### src/rtl/pc_run_controller.sv
`default_nettype none
// ============================================================================
//  Module   : pc_run_controller
//  Purpose  : Run/stop/step/byte-load sequencer for the program counter.
//             Converts debounced push-button levels into commands, gates the
//             slow tick into the PC count enable, drives the PC load port and
//             halts on an optional breakpoint address.
//  Revision : 1.0 - initial release
// ============================================================================
module pc_run_controller #(
  parameter int SIZE = 16
) (
  input  logic              clock,
  input  logic              rst,
  input  logic              run_req,
  input  logic              stop_req,
  input  logic              step_req,
  input  logic              ldhi_req,
  input  logic              ldlo_req,
  input  logic              tick,
  input  logic [SIZE/2-1:0] datain,
  input  logic [SIZE-1:0]   curpc,
  input  logic [SIZE-1:0]   brk_addr,
  input  logic              brk_valid,
  output logic              pc_en,
  output logic              pc_aload,
  output logic [SIZE-1:0]   pc_d,
  output logic [2:0]        state,
  output logic              running
);

  localparam int HALF = SIZE / 2;

  typedef enum logic [2:0] {
    ST_STOP = 3'd0,
    ST_RUN  = 3'd1,
    ST_STEP = 3'd2,
    ST_LOAD = 3'd3,
    ST_BRK  = 3'd4
  } state_t;

  state_t            state_q, state_d;
  state_t            ret_q, ret_d;
  logic              skip_q, skip_d;
  logic [SIZE-1:0]   pc_d_q, pc_d_d;
  logic              aload_q, aload_d;

  // Request levels packed in priority order: bit 0 is the highest priority.
  logic [4:0] lvl;
  logic [4:0] prev_q;
  logic [4:0] raw_edge;
  logic       cmd_stop, cmd_ldhi, cmd_ldlo, cmd_run, cmd_step, cmd_load;
  logic       hit;
  logic       load_take;

  assign lvl      = {step_req, run_req, ldlo_req, ldhi_req, stop_req};
  assign raw_edge = lvl & ~prev_q;

  // Only the highest-priority edge of a cycle survives; the rest are dropped.
  assign cmd_stop = raw_edge[0];
  assign cmd_ldhi = raw_edge[1] & ~raw_edge[0];
  assign cmd_ldlo = raw_edge[2] & ~(|raw_edge[1:0]);
  assign cmd_run  = raw_edge[3] & ~(|raw_edge[2:0]);
  assign cmd_step = raw_edge[4] & ~(|raw_edge[3:0]);
  assign cmd_load = cmd_ldhi | cmd_ldlo;

  // skip masks the breakpoint right after resuming or loading onto it.
  assign hit = brk_valid & (curpc == brk_addr) & ~skip_q;

  // Previous-level registers; tracking the level during reset means a button
  // held through reset does not fire a command on release of reset.
  always_ff @(posedge clock) begin
    prev_q <= lvl;
  end

  // Next-state, enable and load-data decode.
  always_comb begin
    state_d   = state_q;
    ret_d     = ret_q;
    skip_d    = skip_q;
    pc_d_d    = pc_d_q;
    aload_d   = 1'b0;
    pc_en     = 1'b0;
    load_take = 1'b0;
    case (state_q)
      ST_STOP: begin
        if (cmd_load) begin
          state_d   = ST_LOAD;
          ret_d     = ST_STOP;
          load_take = 1'b1;
        end else if (cmd_run) begin
          state_d = ST_RUN;
          skip_d  = 1'b0;
        end else if (cmd_step) begin
          state_d = ST_STEP;
        end
      end
      ST_RUN: begin
        if (cmd_stop) begin
          state_d = ST_STOP;
        end else if (cmd_load) begin
          state_d   = ST_LOAD;
          ret_d     = ST_RUN;
          load_take = 1'b1;
        end else if (hit) begin
          state_d = ST_BRK;
        end else if (tick) begin
          pc_en  = 1'b1;
          skip_d = 1'b0;
        end
      end
      ST_STEP: begin
        if (cmd_stop) begin
          state_d = ST_STOP;
        end else if (cmd_load) begin
          state_d   = ST_LOAD;
          ret_d     = ST_STOP;
          load_take = 1'b1;
        end else if (tick) begin
          pc_en   = 1'b1;
          state_d = ST_STOP;
        end
      end
      ST_LOAD: begin
        state_d = ret_q;
        if (ret_q == ST_RUN) begin
          skip_d = 1'b1;
        end
      end
      ST_BRK: begin
        if (cmd_stop) begin
          state_d = ST_STOP;
        end else if (cmd_load) begin
          state_d   = ST_LOAD;
          ret_d     = ST_STOP;
          load_take = 1'b1;
        end else if (cmd_run) begin
          state_d = ST_RUN;
          skip_d  = 1'b1;
        end else if (cmd_step) begin
          state_d = ST_STEP;
        end
      end
      default: begin
        state_d = ST_STOP;
      end
    endcase

    if (load_take) begin
      pc_d_d  = cmd_ldhi ? {datain, curpc[HALF-1:0]} : {curpc[SIZE-1:HALF], datain};
      aload_d = 1'b1;
    end
  end

  // State and load-port registers with synchronous active-low reset.
  always_ff @(posedge clock) begin
    if (!rst) begin
      state_q <= ST_STOP;
      ret_q   <= ST_STOP;
      skip_q  <= 1'b0;
      pc_d_q  <= '0;
      aload_q <= 1'b0;
    end else begin
      state_q <= state_d;
      ret_q   <= ret_d;
      skip_q  <= skip_d;
      pc_d_q  <= pc_d_d;
      aload_q <= aload_d;
    end
  end

  assign pc_aload = aload_q;
  assign pc_d     = pc_d_q;
  assign state    = state_q;
  assign running  = (state_q == ST_RUN);

endmodule
`default_nettype wire

### config.mk
export PLATFORM = sky130hd
export DESIGN_NAME = pc_run_controller
export DESIGN_NICKNAME = d
export VERILOG_FILES = /design/src/rtl/pc_run_controller.sv
export SDC_FILE = /design/constraint.sdc
export NUM_CORES = 1
export LEC_CHECK = 0
export ABC_AREA = 1
export BUFFER_PORTS_ARGS = -buffer_cell sky130_fd_sc_hd__buf_2
export CORE_MARGIN = 8
export CORE_UTILIZATION = 35
export CTS_CLUSTER_SIZE = 25
export DETAILED_ROUTE_END_ITERATION = 8
export SYNTH_ARGS = -nofsm -noshare
export SYNTH_HDL_FRONTEND = slang
export SYNTH_SLANG_ARGS = --single-unit
### constraint.sdc
create_clock -name clock -period 4 [get_ports clock]
set_clock_uncertainty 0.2 [all_clocks]
set_input_delay 0.4 -clock clock [delete_from_list [all_inputs] [get_ports clock]]
set_output_delay 0.4 -clock clock [all_outputs]
set_load 0.05 [all_outputs]
==> impl_metrics.ini <==
[run_status]
status = finished clean

[clocking]
cts_tree = yes
root_buffer = clkbuf_8
cts_buffers = 3
cts_resized = 0
hold_buffers = 0
h-tree-depth = 1
clk_latency_ns = 0.27
cts_sinks = 27
clockBufferDepth = 2
postCtsSetupBuffers = 0
path_clk_slew_ns = 0.09

[global_routing]
grt_max_degree = 21
gr-total-overflow = 0
grt_pass1_vias = 1776
grt_pass1_wl_um = 7780
antenna_found_initial = 0
track_usage_pct = 13.2

[sta]
report.final.slew_viol_count = 0
period_needed_ns = 2.29
hold_viol_final = 0
slew_headroom_pct = 45.1
finalSetupViolations = 0
final.setup.worst_slack_ns = 1.71
timing.final.crit_share_pct = 57.2
tns_ns = 0
hold_ws_ns = 0.0374
fmax_mhz = 437
tightest_slew_ns = 0.821
grt_setup_unrepaired = false

[yosys]
synthAdderAreaFrac_pct = 0
synth_cell_type_count = 28
synth_edf_count = 0
muxShareOfSynthArea_pct = 8.15
netlist_instances = 250
synth_top_cell_by_area = dfxtp_1
syn_avg_cell_area_um2 = 6.63
ys_ff_latch = 27
yosys.area_share.simple_pct = 32.7
synth_compound_gate_area_share_pct = 13.2
synthXorXnorAreaFrac_pct = 2.64
synth_top_cell_area_share_pct = 32.6
synth_top_family_by_area = simple AND/OR/NAND/NOR gates
yosys_most_used_dff = dfxtp_1
synth_nets = 299
synth_area_leaders = dfxtp_1, nand2_1, nor2_1, mux2_2, inv_1
synth_area_um2 = 1660
synth_async_sr_flop_share_pct = 0
synth_seq_area_share_pct = 32.6
yosysWarningCount = 0

[final_layout]
drive_gt1_share_pct = 31.7
fill_cells = 518
final_cell_area_um2 = 2080
fin_util_pct = 44.7
area_delta_synth_final_pct = 25.6
seqCellArea_um2 = 541
multi_input_area_um2 = 940
antennaDiodeCount = 0
fin_nets = 369

[route]
routed_wl_um = 4610
vias_per_cell = 4.60
detail-route-antenna-nets = 0
dr.first_iter.drc_count = 45
wl_per_cell_um = 12.4
drc = 0
dr.pass1.iters = 4
num_vias = 1715

[placement]
placed_area_um2 = 2040
place_ws_ns = 1.81
hpwl_um = 3790
io_buffers = 70
place.gp.congestion = 0.776

[critical_path]
critPathLaunchType = register
critPathKind = reg2out
endpoint_kind = output pin
crit_chain = inv_2 -> nand2_2 -> nor2_4 -> inv_4 -> nor2_1 -> nand2_1 -> a21oi_1 -> buf_2
worstPathMaxFanout = 6
slowest_delay_ns = 0.35
arrival_ns = 1.69
cp_slowest_cell = dfxtp_1
cp.required_ns = 3.40

[floorplanning]
die-area_um2 = 7200
start_util_pct = 35.6
rows = 25
core_area_um2 = 4660
die_w_um = 84.8
io_pins = 71
die_h_um = 84.8

[power]
power.density_nw_per_um2 = 425
ir_worst_vdd_mv = 0.207
power_leakage_nw = 1.09

[flow_run]
maxCapViolations = 0

[hold_path]
min_path_type = in2reg
==> cells in the final DEF (no fill, tap or decap) <==
cell type,netlist,final
clkbuf_8,0,3
dfxtp_1,27,27
nor2_1,36,36
a21oi_4,2,2
nand2_2,4,4
inv_6,1,1
a21oi_2,1,1
mux2_2,12,12
inv_2,2,2
nor2_4,1,1
nand3_1,11,11
xnor2_1,5,5
clkinv_1,1,1
nand2_4,2,2
buf_2,1,70
nand4_1,2,2
nor3_1,1,1
inv_4,1,1
a21oi_1,17,17
or2_2,2,2
o22ai_1,1,1
o21ai_0,16,16
inv_1,30,30
clkbuf_1,2,1
nand3b_1,1,1
a31oi_1,1,1
nand2_1,68,68
==> synth_stat cells (2+ instances only) <==
| library cell | number |
|---|---|
| nand3_1 | 11 |
| o21ai_0 | 16 |
| nand2_4 | 2 |
| inv_1 | 30 |
| a21oi_4 | 2 |
| nand2_1 | 68 |
| a21oi_1 | 17 |
| dfxtp_1 | 27 |
| nor2_1 | 36 |
| xnor2_1 | 5 |
| nand2_2 | 4 |
| mux2_2 | 12 |
| clkbuf_1 | 2 |
| inv_2 | 2 |
| nand4_1 | 2 |
| or2_2 | 2 |
==> cells by family after synthesis <==
group           Yosys count
simple gates            128
buf+inv                  40
mux                      12
compound gates           38
flops                    27
xor+xnor                  5
==> through the flow <==
| step | power, mW | instances |
|---|---|---|
| 6_report | 0.885 | 373 |
| 5_1_grt | 0.944 | 373 |
| 4_1_cts | 0.894 | 373 |
| 3_5_place_dp | 0.738 | 369 |
| 3_3_place_gp | 0.734 | 369 |
| 2_1_floorplan | 0.644 | 250 |
==> worst paths after layout <==
path         cells past startpoint  slack (ns)        end      start
max reg2reg                      6        1.99    pc_d[2]  prev_q[0]
min                              1        0.04  prev_q[2]   ldlo_req
max                              8        1.71      pc_en   state[2]
min reg2reg                      2        0.27   pc_d[10]   pc_d[10]
==> where the power goes <==
| group | internal (mW) | switching (mW) |
|---|---|---|
| Sequential | 0.306 | 0.0232 |
| Combinational | 0.117 | 0.282 |
| Clock | 0.0714 | 0.0855 |
| Total | 0.495 | 0.390 |
==> worst max-delay path: cells and delay by family (launching register included) <==
| kind | cells | cell delay, ns |
|---|---|---|
| buffers and inverters | 3 | 0.44 |
| DFF | 1 | 0.35 |
| and+or+nand+nor | 4 | 0.49 |
| AOI/OAI and AO/OA | 1 | 0.13 |
==> area by class of cell <==
class | instances | area share (%)
Multi-Input combinational cell | 183 | 45.1
Sequential cell | 27 | 26.0
Timing Repair Buffer | 70 | 16.8
Inverter | 35 | 6.67
Tap cell | 54 | 3.25
Clock buffer | 4 | 2.16
==> flip-flops by register name (all words and copies together), names as in the netlist <==
name / flops
pc_d: 16
prev_q: 5
state: 3
pc_aload: 1
ret_q: 1
skip_q: 1
==> per-layer routing <==
metal	part of all wire, %	track usage, %	vias to the layer above
met4	0.87	2.59	0
met1	45	14.5	736
met2	46	23.3	54
met5	0	0	-
met3	8.5	5.31	4
li1	-	-	921
Power figures use the tool's default switching activity.
